--- src/rtl/matricial_scanner.sv ---
`default_nettype none
// ============================================================================
// Module      : matricial_scanner
// Description : Keypad matrix scanner. Drives one column low at a time,
//               samples the synchronised rows into a frame, debounces whole
//               frames, turns debounced key changes into key-code events
//               (optional auto-repeat) and queues them in a small FIFO.
// Revision    : 1.0 - initial release
// ============================================================================
module matricial_scanner #(
    parameter int  N_LIN         = 4,
    parameter int  N_COL         = 4,
    parameter int  SCAN_CYCLES   = 50000,
    parameter int  DEBOUNCE      = 4,
    parameter int  FIFO_DEPTH    = 4,
    parameter int  REPEAT_EN     = 0,
    parameter int  REPEAT_FRAMES = 200,
    localparam int CW            = $clog2(N_LIN * N_COL)
) (
    input  logic             clk,
    input  logic             rst,
    output logic [N_COL-1:0] matricial_col,
    input  logic [N_LIN-1:0] matricial_lin,
    output logic [CW-1:0]    key_code,
    output logic             key_valid,
    input  logic             key_ready,
    output logic             key_held,
    output logic             multi_key,
    output logic             overflow,
    input  logic             clr_overflow
);

    localparam int c_nkeys = N_LIN * N_COL;
    localparam int c_dw    = $clog2(SCAN_CYCLES);
    localparam int c_ciw   = $clog2(N_COL);
    localparam int c_sw    = $clog2(DEBOUNCE + 1);
    localparam int c_rw    = $clog2(REPEAT_FRAMES + 1);
    localparam int c_aw    = $clog2(FIFO_DEPTH);

    typedef enum logic [1:0] {
        ST_IDLE   = 2'd0,
        ST_SINGLE = 2'd1,
        ST_MULTI  = 2'd2
    } state_t;

    // ------------------------------------------------------------------
    // Row synchroniser and column scan
    // ------------------------------------------------------------------
    logic [N_LIN-1:0]   r_lin_meta;
    logic [N_LIN-1:0]   r_lin_sync;
    logic [c_dw-1:0]    r_dwell;
    logic [c_ciw-1:0]   r_col_idx;
    logic               w_last_dwell;
    logic               w_frame_end;

    // Two-flop synchroniser; idle rows read high (pull-ups)
    always_ff @(posedge clk or negedge rst) begin
        if (!rst) begin
            r_lin_meta <= '1;
            r_lin_sync <= '1;
        end else begin
            r_lin_meta <= matricial_lin;
            r_lin_sync <= r_lin_meta;
        end
    end

    assign w_last_dwell = (r_dwell == c_dw'(SCAN_CYCLES - 1));
    assign w_frame_end  = w_last_dwell && (r_col_idx == c_ciw'(N_COL - 1));

    // Dwell counter and column index, wrapping after the last column
    always_ff @(posedge clk or negedge rst) begin
        if (!rst) begin
            r_dwell   <= '0;
            r_col_idx <= '0;
        end else if (w_last_dwell) begin
            r_dwell   <= '0;
            r_col_idx <= (r_col_idx == c_ciw'(N_COL - 1)) ? '0 : r_col_idx + 1'b1;
        end else begin
            r_dwell <= r_dwell + 1'b1;
        end
    end

    // One-cold column drive decoded from the column index
    always_comb begin
        matricial_col = '1;
        for (int c = 0; c < N_COL; c++) begin
            if (c == int'(r_col_idx)) begin
                matricial_col[c] = 1'b0;
            end
        end
    end

    // ------------------------------------------------------------------
    // Frame capture and debounce
    // ------------------------------------------------------------------
    logic [c_nkeys-1:0] r_raw;
    logic [c_nkeys-1:0] r_prev_raw;
    logic [c_nkeys-1:0] r_deb;
    logic [c_nkeys-1:0] w_frame;
    logic [c_sw-1:0]    r_stable;
    logic [c_sw-1:0]    w_stable_nxt;
    logic               r_deb_upd;

    // Current partial frame with the active column overlaid (1 = pressed)
    always_comb begin
        w_frame = r_raw;
        for (int l = 0; l < N_LIN; l++) begin
            for (int c = 0; c < N_COL; c++) begin
                if (c == int'(r_col_idx)) begin
                    w_frame[l*N_COL + c] = ~r_lin_sync[l];
                end
            end
        end
    end

    // Stable-frame count saturates at its load threshold, so a steady
    // matrix keeps producing one debounced update per frame
    always_comb begin
        w_stable_nxt = '0;
        if (w_frame == r_prev_raw) begin
            w_stable_nxt = (r_stable == c_sw'(DEBOUNCE - 1)) ? r_stable : r_stable + 1'b1;
        end
    end

    // Raw frame capture, stable count and debounced matrix load
    always_ff @(posedge clk or negedge rst) begin
        if (!rst) begin
            r_raw      <= '0;
            r_prev_raw <= '0;
            r_deb      <= '0;
            r_stable   <= '0;
            r_deb_upd  <= 1'b0;
        end else begin
            r_deb_upd <= 1'b0;
            if (w_last_dwell) begin
                r_raw <= w_frame;
            end
            if (w_frame_end) begin
                r_prev_raw <= w_frame;
                r_stable   <= w_stable_nxt;
                if (w_stable_nxt == c_sw'(DEBOUNCE - 1)) begin
                    r_deb     <= w_frame;
                    r_deb_upd <= 1'b1;
                end
            end
        end
    end

    // ------------------------------------------------------------------
    // Debounced matrix decode
    // ------------------------------------------------------------------
    logic          w_any;
    logic          w_multi;
    logic [CW-1:0] w_single_code;
    logic          r_key_held;
    logic          r_multi_key;

    // Key-count classification and lowest pressed key code
    always_comb begin
        w_any         = 1'b0;
        w_multi       = 1'b0;
        w_single_code = '0;
        for (int i = 0; i < c_nkeys; i++) begin
            w_multi = w_multi | (w_any & r_deb[i]);
            w_any   = w_any | r_deb[i];
        end
        for (int i = c_nkeys - 1; i >= 0; i--) begin
            if (r_deb[i]) begin
                w_single_code = CW'(i);
            end
        end
    end

    // Registered status flags
    always_ff @(posedge clk or negedge rst) begin
        if (!rst) begin
            r_key_held  <= 1'b0;
            r_multi_key <= 1'b0;
        end else begin
            r_key_held  <= w_any;
            r_multi_key <= w_multi;
        end
    end

    assign key_held  = r_key_held;
    assign multi_key = r_multi_key;

    // ------------------------------------------------------------------
    // Event FSM
    // ------------------------------------------------------------------
    state_t          r_state;
    state_t          w_state_nxt;
    logic [CW-1:0]   r_cur_key;
    logic [CW-1:0]   w_cur_key_nxt;
    logic [c_rw-1:0] r_rep_cnt;
    logic [c_rw-1:0] w_rep_cnt_nxt;
    logic            w_push;

    // State, held key and repeat counter registers
    always_ff @(posedge clk or negedge rst) begin
        if (!rst) begin
            r_state   <= ST_IDLE;
            r_cur_key <= '0;
            r_rep_cnt <= '0;
        end else begin
            r_state   <= w_state_nxt;
            r_cur_key <= w_cur_key_nxt;
            r_rep_cnt <= w_rep_cnt_nxt;
        end
    end

    // Next state and push decision, evaluated once per debounced update
    always_comb begin
        w_state_nxt   = r_state;
        w_cur_key_nxt = r_cur_key;
        w_rep_cnt_nxt = r_rep_cnt;
        w_push        = 1'b0;
        if (r_deb_upd) begin
            if (!w_any) begin
                w_state_nxt   = ST_IDLE;
                w_rep_cnt_nxt = '0;
            end else if (w_multi) begin
                w_state_nxt   = ST_MULTI;
                w_rep_cnt_nxt = '0;
            end else begin
                w_state_nxt   = ST_SINGLE;
                w_cur_key_nxt = w_single_code;
                case (r_state)
                    ST_IDLE: begin
                        w_push        = 1'b1;
                        w_rep_cnt_nxt = '0;
                    end
                    ST_SINGLE: begin
                        if (w_single_code != r_cur_key) begin
                            w_push        = 1'b1;
                            w_rep_cnt_nxt = '0;
                        end else if (REPEAT_EN != 0) begin
                            if (r_rep_cnt == c_rw'(REPEAT_FRAMES - 1)) begin
                                w_push        = 1'b1;
                                w_rep_cnt_nxt = '0;
                            end else begin
                                w_rep_cnt_nxt = r_rep_cnt + 1'b1;
                            end
                        end
                    end
                    default: begin
                        w_rep_cnt_nxt = '0;
                    end
                endcase
            end
        end
    end

    // ------------------------------------------------------------------
    // Event FIFO
    // ------------------------------------------------------------------
    logic [CW-1:0] r_mem [FIFO_DEPTH];
    logic [c_aw:0] r_wr_ptr;
    logic [c_aw:0] r_rd_ptr;
    logic          r_overflow;
    logic          w_empty;
    logic          w_full;
    logic          w_pop;
    logic          w_push_ok;
    logic          w_drop;

    assign w_empty   = (r_wr_ptr == r_rd_ptr);
    assign w_full    = (r_wr_ptr[c_aw] != r_rd_ptr[c_aw]) &&
                       (r_wr_ptr[c_aw-1:0] == r_rd_ptr[c_aw-1:0]);
    assign w_pop     = !w_empty && key_ready;
    assign w_push_ok = w_push && (!w_full || w_pop);
    assign w_drop    = w_push && w_full && !w_pop;

    // Storage and pointers; a pop frees the slot a same-cycle push uses
    always_ff @(posedge clk or negedge rst) begin
        if (!rst) begin
            for (int i = 0; i < FIFO_DEPTH; i++) begin
                r_mem[i] <= '0;
            end
            r_wr_ptr <= '0;
            r_rd_ptr <= '0;
        end else begin
            if (w_push_ok) begin
                r_mem[r_wr_ptr[c_aw-1:0]] <= w_single_code;
                r_wr_ptr                  <= r_wr_ptr + 1'b1;
            end
            if (w_pop) begin
                r_rd_ptr <= r_rd_ptr + 1'b1;
            end
        end
    end

    // Sticky overflow; a drop in the clearing cycle keeps it set
    always_ff @(posedge clk or negedge rst) begin
        if (!rst) begin
            r_overflow <= 1'b0;
        end else if (w_drop) begin
            r_overflow <= 1'b1;
        end else if (clr_overflow) begin
            r_overflow <= 1'b0;
        end
    end

    assign key_valid = !w_empty;
    assign key_code  = w_empty ? '0 : r_mem[r_rd_ptr[c_aw-1:0]];
    assign overflow  = r_overflow;

endmodule
`default_nettype wire

--- config.mk ---
export PLATFORM = sky130hd
export DESIGN_NAME = matricial_scanner
export DESIGN_NICKNAME = d
export VERILOG_FILES = /design/src/rtl/matricial_scanner.sv
export SDC_FILE = /design/constraint.sdc
export NUM_CORES = 1
export LEC_CHECK = 0
export CORE_MARGIN = 4
export CORE_UTILIZATION = 35
export CTS_CLUSTER_DIAMETER = 200
export DETAILED_ROUTE_END_ITERATION = 12
export PLACE_DENSITY = 0.61
export REMOVE_ABC_BUFFERS = 1
export SYNTH_ARGS = -nofsm -noshare
export SYNTH_HDL_FRONTEND = slang
export SYNTH_SLANG_ARGS = --single-unit
--- constraint.sdc ---
create_clock -name clk -period 4.33 [get_ports clk]
set_input_delay 0.6495 -clock clk [delete_from_list [all_inputs] [get_ports clk]]
set_output_delay 0.6495 -clock clk [all_outputs]
set_load 0.02 [all_outputs]
==> flow_summary_export.csv, run 1 <==
group,metric,value,unit
status,status,"complete, no violations",
min_path,worstHoldPathType,"primary input to async pin",
die,core,14600,sq um
clock_tree,clock-sinks,109,
worst_setup_path,r2r_end,"r_deb[0]$_DFFE_PN0P_",
global_route,grt_pass1_wl,17700,microns
clock_tree,h-tree-depth,3,
worst_setup_path,crit_type,"register to register",
sta,slew_headroom,50.0,%
sta,hold_viol,0,
global_route,grt_max_degree,58,
finish,fin_nets,517,
route,drt-pass1-iter-count,4,
die,ios,20,
worst_setup_path,crit_start,"r_col_idx[0]$_DFFE_PN0N_",
sta,tns,0,ns
sta,rsz0062_at_grt,"false",
placement,hpwl,7480,microns
synthesis,synth_edf_count,0,
synthesis,async_flop_share,100,%
synthesis,netlist_instances,472,
worst_setup_path,path_cells,"inv_1 > ha_1 > clkinv_1 > mux2i_1 > xnor2_1 > nor4_1 > nand4_1 > nor3_2 > buf_4 > mux2i_1",
die,row_count,44,
synthesis,synth.ff_latch_count,109,
clock_tree,max-clock-path-buffers,2,
sta,worst_pin_slew,0.751,ns
route,drc,0,
synthesis,avgSynthCellArea,11.2,sq um
sta,setup_viol,0,
worst_setup_path,cp-endpoint,"r_deb[0]$_DFFE_PN0P_",
sta,slew_violations,0,
placement,portBuffers,19,
synthesis,yosys_warnings,0,
finish,area_growth,13.2,%
pwr,power.density,308,nW/um^2
worst_setup_path,critPathLaunchType,"register",
route,drt_iter0_markers,204,
clock_tree,cts_resized,0,
die,die_x,131,microns
sta,min_period_over_period,67.8,%
die,start_util,36.0,%
finish,instances_no_fill,687,
placement,dp.cells,671,
finish,fill_cells,1394,
synthesis,synth_top_area_share,47.9,%
worst_setup_path,rrSetupSlack,1.39,ns
worst_setup_path,crit_slowest_cell,"mux2i_1",
global_route,grt_pass1_vias,3525,
sta,max_freq,341,MHz
synthesis,synthTopCellsByArea,"dfrtp_1 48%, mux2i_1 6.3%, xnor2_1 5.1%, dfstp_2 4.0%, o21ai_0 3.9%",
synthesis,synth.most_common_cell,"dfrtp_1",
die,die-area,17100,sq um
pwr,irDropWorstVdd,0.238,mV
flow_run,drv_cap,0,
global_route,grt-ovfl-total,0,
worst_setup_path,path_common_cell,"mux2i_1",
clock_tree,path_clk_slew,0.07,ns
synthesis,yosys-top-cells-count,"101 x dfrtp_1, 50 x nand2_1, 41 x o21ai_0",
finish,antenna-diode-count,0,
synthesis,synth_top_cell_by_area,"dfrtp_1",
worst_setup_path,reg2reg_depth,10,
worst_setup_path,cp.arrival,3.21,ns
placement,gp_congestion,0.824,
route,viasPerCell,5.07,
pwr,power,1.84,mW
clock_tree,clkLatencyLatePin,0.36,ns
sta,fin_skew,0.0149,ns
worst_setup_path,critPathMaxFanout,17,
clock_tree,cts_hold_buf,0,
global_route,antenna_found_initial,0,
placement,place_area,5690,sq um
route,antenna_left,0,
finish,post-route-util,40.8,%
worst_setup_path,cp-end-kind,"register",
worst_setup_path,worst_ep_required_time,4.60,ns
route,wl_per_cell,15.3,microns
sta,timing.final.crit_period,2.94,ns
die,die_y,131,microns
worst_setup_path,timing.rr.start,"r_col_idx[0]$_DFFE_PN0N_",
synthesis,synth_cell_types,55,
finish,drive_gt1_share,10.3,%
synthesis,yosysSeqAreaShare,51.9,%
worst_setup_path,max_stage_delay,0.44,ns
clock_tree,postCtsSetupBuffers,0,
finish,design_area,5970,sq um
synthesis,synth_ff_type,"dfrtp_1",
global_route,track_usage,13.4,%
route,vias,3480,
clock_tree,cts_root_buffer,"clkbuf_16",
pwr,leakagePower,2.74,nW
synthesis,syn_area,5270,sq um
clock_tree,cts_inserted_buffers,9,
clock_tree,cts_tree,"done",
route,wl,10500,microns
## report_power, final
group	internal, mW	switching (mW)	leakage (nW)	total [mW]
sequential	1.02	0.00343	1.48	1.03
clock	0.396	0.382	0.133	0.778
combinational	0.00960	0.0262	1.13	0.0358
## final cells by class
type / instances / area, sq um / share of cell area (%)
Sequential cell: 109 / 2740 / 45.9
Multi-Input combinational cell: 319 / 2370 / 39.7
Tap cell: 184 / 230 / 3.86
Clock buffer: 10 / 229 / 3.84
Timing Repair Buffer: 24 / 225 / 3.77
Inverter: 35 / 131 / 2.20
Clock inverter: 6 / 47.5 / 0.796
## worst max-delay path: cells and delay by family, from the launching register on
kind          cells  cell delay [ns]
xor+xnor          1             0.12
fa+ha+maj         1             0.20
buf+inv           3             0.68
flops             1             0.41
mux               2             0.67
simple gates      3             0.78
## kinds of logic (layout without fill, tap and decap cells)
| group | Yosys count | in the layout | synth area share [%] |
|---|---|---|---|
| mux | 59 | 59 | 12.7 |
| flops | 109 | 109 | 51.9 |
| xor+xnor | 39 | 39 | 6.48 |
| buf+inv | 44 | 75 | 3.27 |
| simple gates | 142 | 142 | 15.1 |
| fa+ha+maj | 12 | 12 | 2.80 |
| compound gates | 67 | 67 | 7.78 |
## sequential cells by signal, indices dropped and copies added (netlist names)
register	cells
key_held	1
multi_key	1
overflow	1
r_col_idx	2
r_cur_key	4
r_deb	16
r_deb_upd	1
r_dwell	16
r_lin_meta	4
r_lin_sync	4
r_mem	16
r_prev_raw	16
r_raw	16
r_rd_ptr	3
r_stable	3
r_state	2
r_wr_ptr	3
## worst min path at each step
stage / slack [ns] / cells after the start / start / to
2_1_floorplan: 0.35 / 0 / rst / key_held$_DFF_PN0_
3_3_place_gp: 0.35 / 0 / r_lin_meta[1]$_DFF_PN1_ / r_lin_sync[1]$_DFF_PN1_
3_5_place_dp: 0.35 / 0 / r_lin_meta[1]$_DFF_PN1_ / r_lin_sync[1]$_DFF_PN1_
4_1_cts: 0.36 / 0 / r_lin_meta[1]$_DFF_PN1_ / r_lin_sync[1]$_DFF_PN1_
5_1_grt: 0.36 / 0 / r_lin_meta[1]$_DFF_PN1_ / r_lin_sync[1]$_DFF_PN1_
6_report: 0.35 / 1 / rst / r_wr_ptr[0]$_DFFE_PN0P_
## per-layer routing
metal | GRT usage (%) | up-vias | wire length, microns
met3 | 4.31 | 12 | 514
met1 | 17.2 | 1721 | 4860
met2 | 21.6 | 56 | 4970
met5 | 0 | - | 0
li1 | - | 1691 | -
met4 | 4.36 | 0 | 154
## placed cells by master, fill, tap and decap left out, types with 8 or more instances in the layout
cell,count
clkbuf_16,9
clkdlybuf4s50_1,18
dfrtp_1,101
dfstp_2,8
ha_1,11
inv_1,31
mux2_1,17
mux2i_1,33
nand2_1,50
nand3_1,13
nor2_1,25
nor2b_1,8
o21ai_0,41
xnor2_1,31
xor2_1,8
## stage by stage
stage                     hold WS, ns  worst slack (ns)
final                           0.346              1.39
after floorplan                 0.345             0.503
after CTS                       0.361              1.31
after global routing            0.363              1.11
after detailed placement        0.348              1.34
after global placement          0.347              1.54
(Power assumes the default switching activity.)
==> run 2, diff against run 1 <==
PLACE_DENSITY = 0.62   (was 0.61)
clock period = 2.7 ns   (was 4.33 ns; I/O delays follow)
==> run 2 against run 1 <==
Against the previous run:
- critical path depth down 3
- cell count grew 4.5%
- clock-buffer cell count unchanged
- clock skew fell by 0.0046 ns
- sequential cell count is the same
- first-iteration DRC count decreased by 16%
- register-to-register slack lost 1.3 ns
- sequential share of layout area decreased by 3.5 points
- hold slack lost 0.24 ns
- worst setup slack worse by 1.3 ns
- fmax is 14% higher
- routed wire length grew 5.0%
- critical endpoint is now r_mem[14]$_DFFE_PN0P_
==> flow_summary_export.csv, run 2 (synthesis gave the netlist of run 1 again) <==
group,metric,value,unit
status,status,"complete, no violations",
worst_setup_path,critPathLaunchType,"register",
global_route,antenna_found_initial,0,
sta,rsz0062_at_grt,"true",
worst_setup_path,path_cells,"or4_4 > a311oi_4 > xnor2_1 > nand3_1 > and4b_4 > and3b_2 > mux2_1",
finish,final_common_cell,"dfrtp_1",
finish,design_area,6470,sq um
clock_tree,clock-sinks,109,
sta,min_period_over_period,95.8,%
sta,worst_pin_slew,0.581,ns
worst_setup_path,worst_ep_required_time,2.94,ns
clock_tree,cts_tree,"done",
worst_setup_path,reg2reg_depth,7,
finish,area_growth,22.7,%
sta,max_freq,387,MHz
sta,timing.final.crit_period,2.59,ns
sta,slew_violations,0,
clock_tree,path_clk_slew,0.07,ns
route,dr_wl_met2,5550,microns
sta,hold_viol,0,
route,top_layer,"met4",
route,antenna_left,0,
global_route,track_usage,13.8,%
pwr,irDropWorstVdd,0.432,mV
route,wl,11000,microns
finish,final_cell_mix,"97 x dfrtp_1, 50 x nand2_1, 41 x o21ai_0",
route,m1WireLength,4890,microns
route,viasPerCell,5.03,
clock_tree,max-clock-path-buffers,2,
die,ios,20,
clock_tree,cts_inserted_buffers,9,
sta,setup_viol,0,
finish,fill_cells,1363,
worst_setup_path,r2r_end,"r_mem[14]$_DFFE_PN0P_",
global_route,grt_max_degree,110,
worst_setup_path,crit_type,"register to register",
placement,gp_congestion,0.793,
worst_setup_path,cp-end-kind,"register",
route,wl_per_cell,15.4,microns
sta,fin_skew,0.0103,ns
placement,portBuffers,19,
die,start_util,36.0,%
route,drc,0,
worst_setup_path,max_stage_delay,0.57,ns
placement,hpwl,7590,microns
worst_setup_path,critPathMaxFanout,6,
placement,pre_cts_ws,-0.0425,ns
min_path,worstHoldPathType,"primary input to async pin",
worst_setup_path,cpLargestDelayFamily,"simple AND/OR/NAND/NOR gates",
clock_tree,clkLatencyLatePin,0.36,ns
finish,multi_input_area,2570,sq um
finish,antenna-diode-count,0,
global_route,grt_pass1_vias,3708,
route,wl_met3,408,microns
die,die_x,131,microns
clock_tree,cts_root_buffer,"clkbuf_16",
worst_setup_path,cp.arrival,2.82,ns
finish,regArea,2740,sq um
finish,drive_gt1_share,22.5,%
worst_setup_path,crit_slowest_cell,"or4_4",
die,die_y,131,microns
placement,place_area,5890,sq um
die,row_count,44,
route,vias,3612,
pwr,leakagePower,2.92,nW
sta,slew_headroom,61.3,%
sta,fin_ws,0.114,ns
global_route,grt_pass1_wl,18600,microns
die,die-area,17100,sq um
clock_tree,cts_hold_buf,0,
route,drt-pass1-iter-count,4,
pwr,power.density,477,nW/um^2
die,core,14600,sq um
worst_setup_path,timing.rr.start,"r_deb[4]$_DFFE_PN0P_",
clock_tree,h-tree-depth,3,
flow_run,drv_cap,0,
worst_setup_path,path_buf_inv,0,
global_route,grt-ovfl-total,0,
worst_setup_path,rrSetupSlack,0.11,ns
route,drt_iter0_markers,171,
finish,fin_nets,548,
run 2: changes by cell type in the layout (fill, tap and decap cells not counted), sizes merged:
cell | before | now
clkinv | 7 | 2
clkinvlp | 1 | 3
inv | 33 | 35
buf | 6 | 37
bufinv | 0 | 1
run 2: worst max path at each step:
stage | start | to | slack (ns) | depth (start not counted)
6_report | r_deb[4]$_DFFE_PN0P_ | r_mem[14]$_DFFE_PN0P_ | 0.11 | 7
5_1_grt | r_col_idx[1]$_DFFE_PN0N_ | r_deb[5]$_DFFE_PN0P_ | -0.04 | 10
4_1_cts | r_deb[0]$_DFFE_PN0P_ | r_mem[0]$_DFFE_PN0P_ | 0.01 | 8
3_5_place_dp | r_deb[4]$_DFFE_PN0P_ | r_mem[3]$_DFFE_PN0P_ | -0.04 | 8
3_3_place_gp | r_col_idx[0]$_DFFE_PN0N_ | r_deb[1]$_DFFE_PN0P_ | 0.04 | 10
2_1_floorplan | r_col_idx[0]$_DFFE_PN0N_ | r_deb[0]$_DFFE_PN0P_ | -1.13 | 9
run 2: where the power goes:
group | switching, mW | total [mW] | internal, mW
clock | 0.629 | 1.37 | 0.740
combinational | 0.0459 | 0.0691 | 0.0232
sequential | 0.00568 | 1.65 | 1.64
total | 0.680 | 3.09 | 2.41
run 2: per-stage QoR:
step / TNS (ns) / power [mW] / std cells / util (%) / hold slack [ns]
detailed placement: -0.510 / 1.75 / 696 / 40.2 / 0.349
global placement: 0 / 1.74 / 696 / 40.2 / 0.347
CTS: 0 / 3.13 / 713 / 42.5 / 0.139
finish: 0 / 3.09 / 718 / 44.2 / 0.104
global route: -0.278 / 3.21 / 718 / 44.2 / 0.142
floorplan: -19.08 / 1.69 / 463 / - / 0.109
run 2: worst reg2reg max path: stages, from the launching register on:
cell and delay, ns:
dfrtp_2 0.44, or4_4 0.57, a311oi_4 0.30, xnor2_1 0.15, nand3_1 0.07, and4b_4 0.36
and3b_2 0.27, mux2_1 0.32
run 2: what timing repair did:
item | in CTS | in global routing
gates cloned | 0 | 1
buffers inserted | 1 | 4
setup endpoints to repair | 32 | 32
pin swaps | 1 | 8
resized for setup | 4 | 46
run 2: final cells by class:
class / instances / area share, %
Sequential cell: 109 / 42.4
Multi-Input combinational cell: 319 / 39.7
Timing Repair Buffer: 55 / 7.35
Tap cell: 184 / 3.56
Clock buffer: 10 / 3.54
Inverter: 35 / 2.24
Clock inverter: 6 / 1.22
run 2: metal layers:
| layer | track usage (%) | vias up |
|---|---|---|
| met3 | 3.94 | 12 |
| met1 | 18.1 | 1794 |
| met4 | 4.23 | 0 |
| met2 | 22.4 | 60 |
| li1 | - | 1746 |
| met5 | 0 | - |
==> run 3, diff against run 2 <==
clock period = 2.23 ns   (was 2.7 ns; I/O delays follow)
==> run 3 against run 2 <==
Against the previous run:
- the run now ends with negative setup slack left
- critical path type unchanged
- cell count grew 9.2%
- combinational power is 46% higher
- core utilization grew 4.5 points
- register-to-register slack got worse by 0.47 ns
- total power rose by 18%
- clock power is 12% higher
==> flow_summary_export.csv, run 3 (synthesis gave the netlist of run 1 again) <==
group,metric,value,unit
status,status,"finished, violations left",
status,violations,"negative setup slack",
global_route,antenna_found_initial,0,
die,die-area,17100,sq um
clock_tree,max-clock-path-buffers,2,
pwr,power,3.63,mW
pwr,irDropWorstVdd,0.567,mV
finish,fill_cells,1321,
sta,fin_skew,0.0118,ns
clock_tree,clkLatencyLatePin,0.36,ns
worst_setup_path,cp-end-kind,"register",
finish,fin_nets,614,
route,viasPerCell,4.89,
pwr,netSwitchingPower,0.830,mW
finish,regArea,2740,sq um
finish,multi_input_area,2710,sq um
worst_setup_path,max_stage_delay,0.46,ns
worst_setup_path,cp.depth,8,
worst_setup_path,rrSetupSlack,-0.36,ns
flow_run,drv_cap,0,
die,row_count,44,
clock_tree,h-tree-depth,3,
sta,min_period_over_period,116,%
sta,slew_headroom,63.1,%
placement,hpwl,8190,microns
die,die_y,131,microns
global_route,grt_pass1_vias,4077,
sta,rsz0062_at_grt,"true",
route,drt-pass1-iter-count,4,
clock_tree,cts_root_buffer,"clkbuf_16",
clock_tree,cts_tree,"done",
sta,hold_viol,0,
route,wl,11700,microns
route,vias,3832,
finish,design_area,7130,sq um
worst_setup_path,critPathMaxFanout,6,
finish,antenna-diode-count,0,
die,die_x,131,microns
route,wl_per_cell,14.9,microns
worst_setup_path,path_cells,"buf_4 > or4_4 > a311oi_4 > xnor2_1 > nand3_1 > and4b_4 > and3b_2 > mux2_4",
clock_tree,cts_inserted_buffers,9,
pwr,p_comb_share,2.8,%
finish,instances_no_fill,784,
pwr,pwr-share-clk,42.3,%
global_route,grt_max_degree,39,
clock_tree,clock-sinks,109,
sta,slew_violations,0,
worst_setup_path,r2r_end,"r_mem[12]$_DFFE_PN0P_",
worst_setup_path,timing.rr.start,"r_deb[0]$_DFFE_PN0P_",
route,drt_iter0_markers,168,
pwr,sw_frac_of_total,22.9,%
placement,portBuffers,19,
pwr,leakagePower,3.30,nW
worst_setup_path,crit_type,"register to register",
die,core,14600,sq um
sta,max_freq,387,MHz
global_route,track_usage,14.8,%
worst_setup_path,critPathLaunchType,"register",
route,drc,0,
die,ios,20,
clock_tree,path_clk_slew,0.07,ns
worst_setup_path,cp-endpoint,"r_mem[12]$_DFFE_PN0P_",
worst_setup_path,reg2reg_depth,8,
global_route,grt_pass1_wl,20100,microns
sta,worst_pin_slew,0.549,ns
worst_setup_path,cp.arrival,2.83,ns
pwr,intPower,2.80,mW
route,antenna_left,0,
sta,timing.final.crit_period,2.59,ns
finish,final_common_cell,"dfrtp_1",
sta,setup_viol,42,
placement,dp.cells,746,
placement,gp_congestion,0.834,
finish,area_growth,35.2,%
pwr,power.density,509,nW/um^2
worst_setup_path,worst_ep_required_time,2.47,ns
global_route,grt-ovfl-total,0,
worst_setup_path,crit_start,"r_deb[0]$_DFFE_PN0P_",
finish,drive_gt1_share,34.8,%
pwr,seq_power_share,54.9,%
worst_setup_path,path_buf_inv,1,
min_path,worstHoldPathType,"register to register",
placement,pre_cts_ws,-0.433,ns
sta,tns,-11.32,ns
die,start_util,36.0,%
sta,fin_ws,-0.357,ns
worst_setup_path,cpLargestDelayFamily,"simple AND/OR/NAND/NOR gates",
finish,final_cell_mix,"99 x dfrtp_1, 90 x buf_4, 47 x nand2_1",
placement,place_area,6280,sq um
worst_setup_path,crit_slowest_cell,"or4_4",
## run 3: changes by cell type in the layout (fill, tap and decap cells not counted), sizes merged
cell / before / now
buf: 37 / 102
clkdlybuf4s50: 18 / 9
dlygate4sd2: 0 / 8
clkinv: 2 / 7
clkinvlp: 3 / 1
bufinv: 1 / 0
clkbuf: 10 / 9
dlygate4sd3: 0 / 1
dlymetal6s2s: 0 / 1
inv: 35 / 34
## run 3: metrics by stage
step                      util [%]  hold WS, ns
after global placement        42.9        0.298
final                         48.7        0.356
after CTS                     48.4        0.358
after global routing          48.7        0.366
after detailed placement      42.9        0.304
after floorplan                  -       0.0389
## run 3: power groups by stage
stage	Sequential, mW	Clock [mW]	Combinational (mW)
global route	1.99	1.66	0.114
global placement	2.03	0	0.0913
floorplan	2.03	0	0.0134
CTS	1.99	1.59	0.104
detailed placement	2.03	0	0.0931
finish	1.99	1.53	0.101
## run 3: how the worst min path moves through the flow
stage,cells after the start,slack (ns),from,end
after floorplan,0,0.04,rst,key_held$_DFF_PN0_
after global placement,1,0.30,rst,r_rd_ptr[2]$_DFFE_PN0P_
after detailed placement,1,0.30,rst,r_wr_ptr[0]$_DFFE_PN0P_
after CTS,0,0.36,r_lin_meta[1]$_DFF_PN1_,r_lin_sync[1]$_DFF_PN1_
after global routing,0,0.37,r_lin_meta[2]$_DFF_PN1_,r_lin_sync[2]$_DFF_PN1_
final,0,0.36,r_lin_meta[3]$_DFF_PN1_,r_lin_sync[3]$_DFF_PN1_
## run 3: layout make-up
class                      count  share of cell area, %
sequential                   109                   38.4
multi-input combinational    319                   38.0
timing repair buffer         121                   14.1
tap                          184                   3.23
clock buffer                   9                   3.16
inverter                      35                   2.33
clock inverter                 7                  0.772
## run 3: timing repair
action,CTS,global route
pin swaps,14,5
hold buffers,1,0
gates cloned,2,0
gates resized for setup,89,20
endpoints found under the setup margin,54,59
hold endpoints to repair,28,0
setup buffers,19,6
## run 3: routing by layer
metal  share of wire, %  wire length (microns)  global-route usage (%)  up-vias
li1                   -                      -                       -     1885
met1                 44                   5120                    18.3     1887
met2                 52                   6030                    25.8       48
met3                3.0                    354                    4.19       12
met4                1.3                    148                    3.57        0
met5                  0                      0                       0        -
## run 3: worst reg2reg max path: cells and delay by family (launching register included)
family	cells	cell delay (ns)
AO/OA/AOI/OAI	1	0.25
XOR/XNOR	1	0.16
buffers and inverters	1	0.15
flip-flops	1	0.42
multiplexers	1	0.31
AND/OR/NAND/NOR	4	1.19
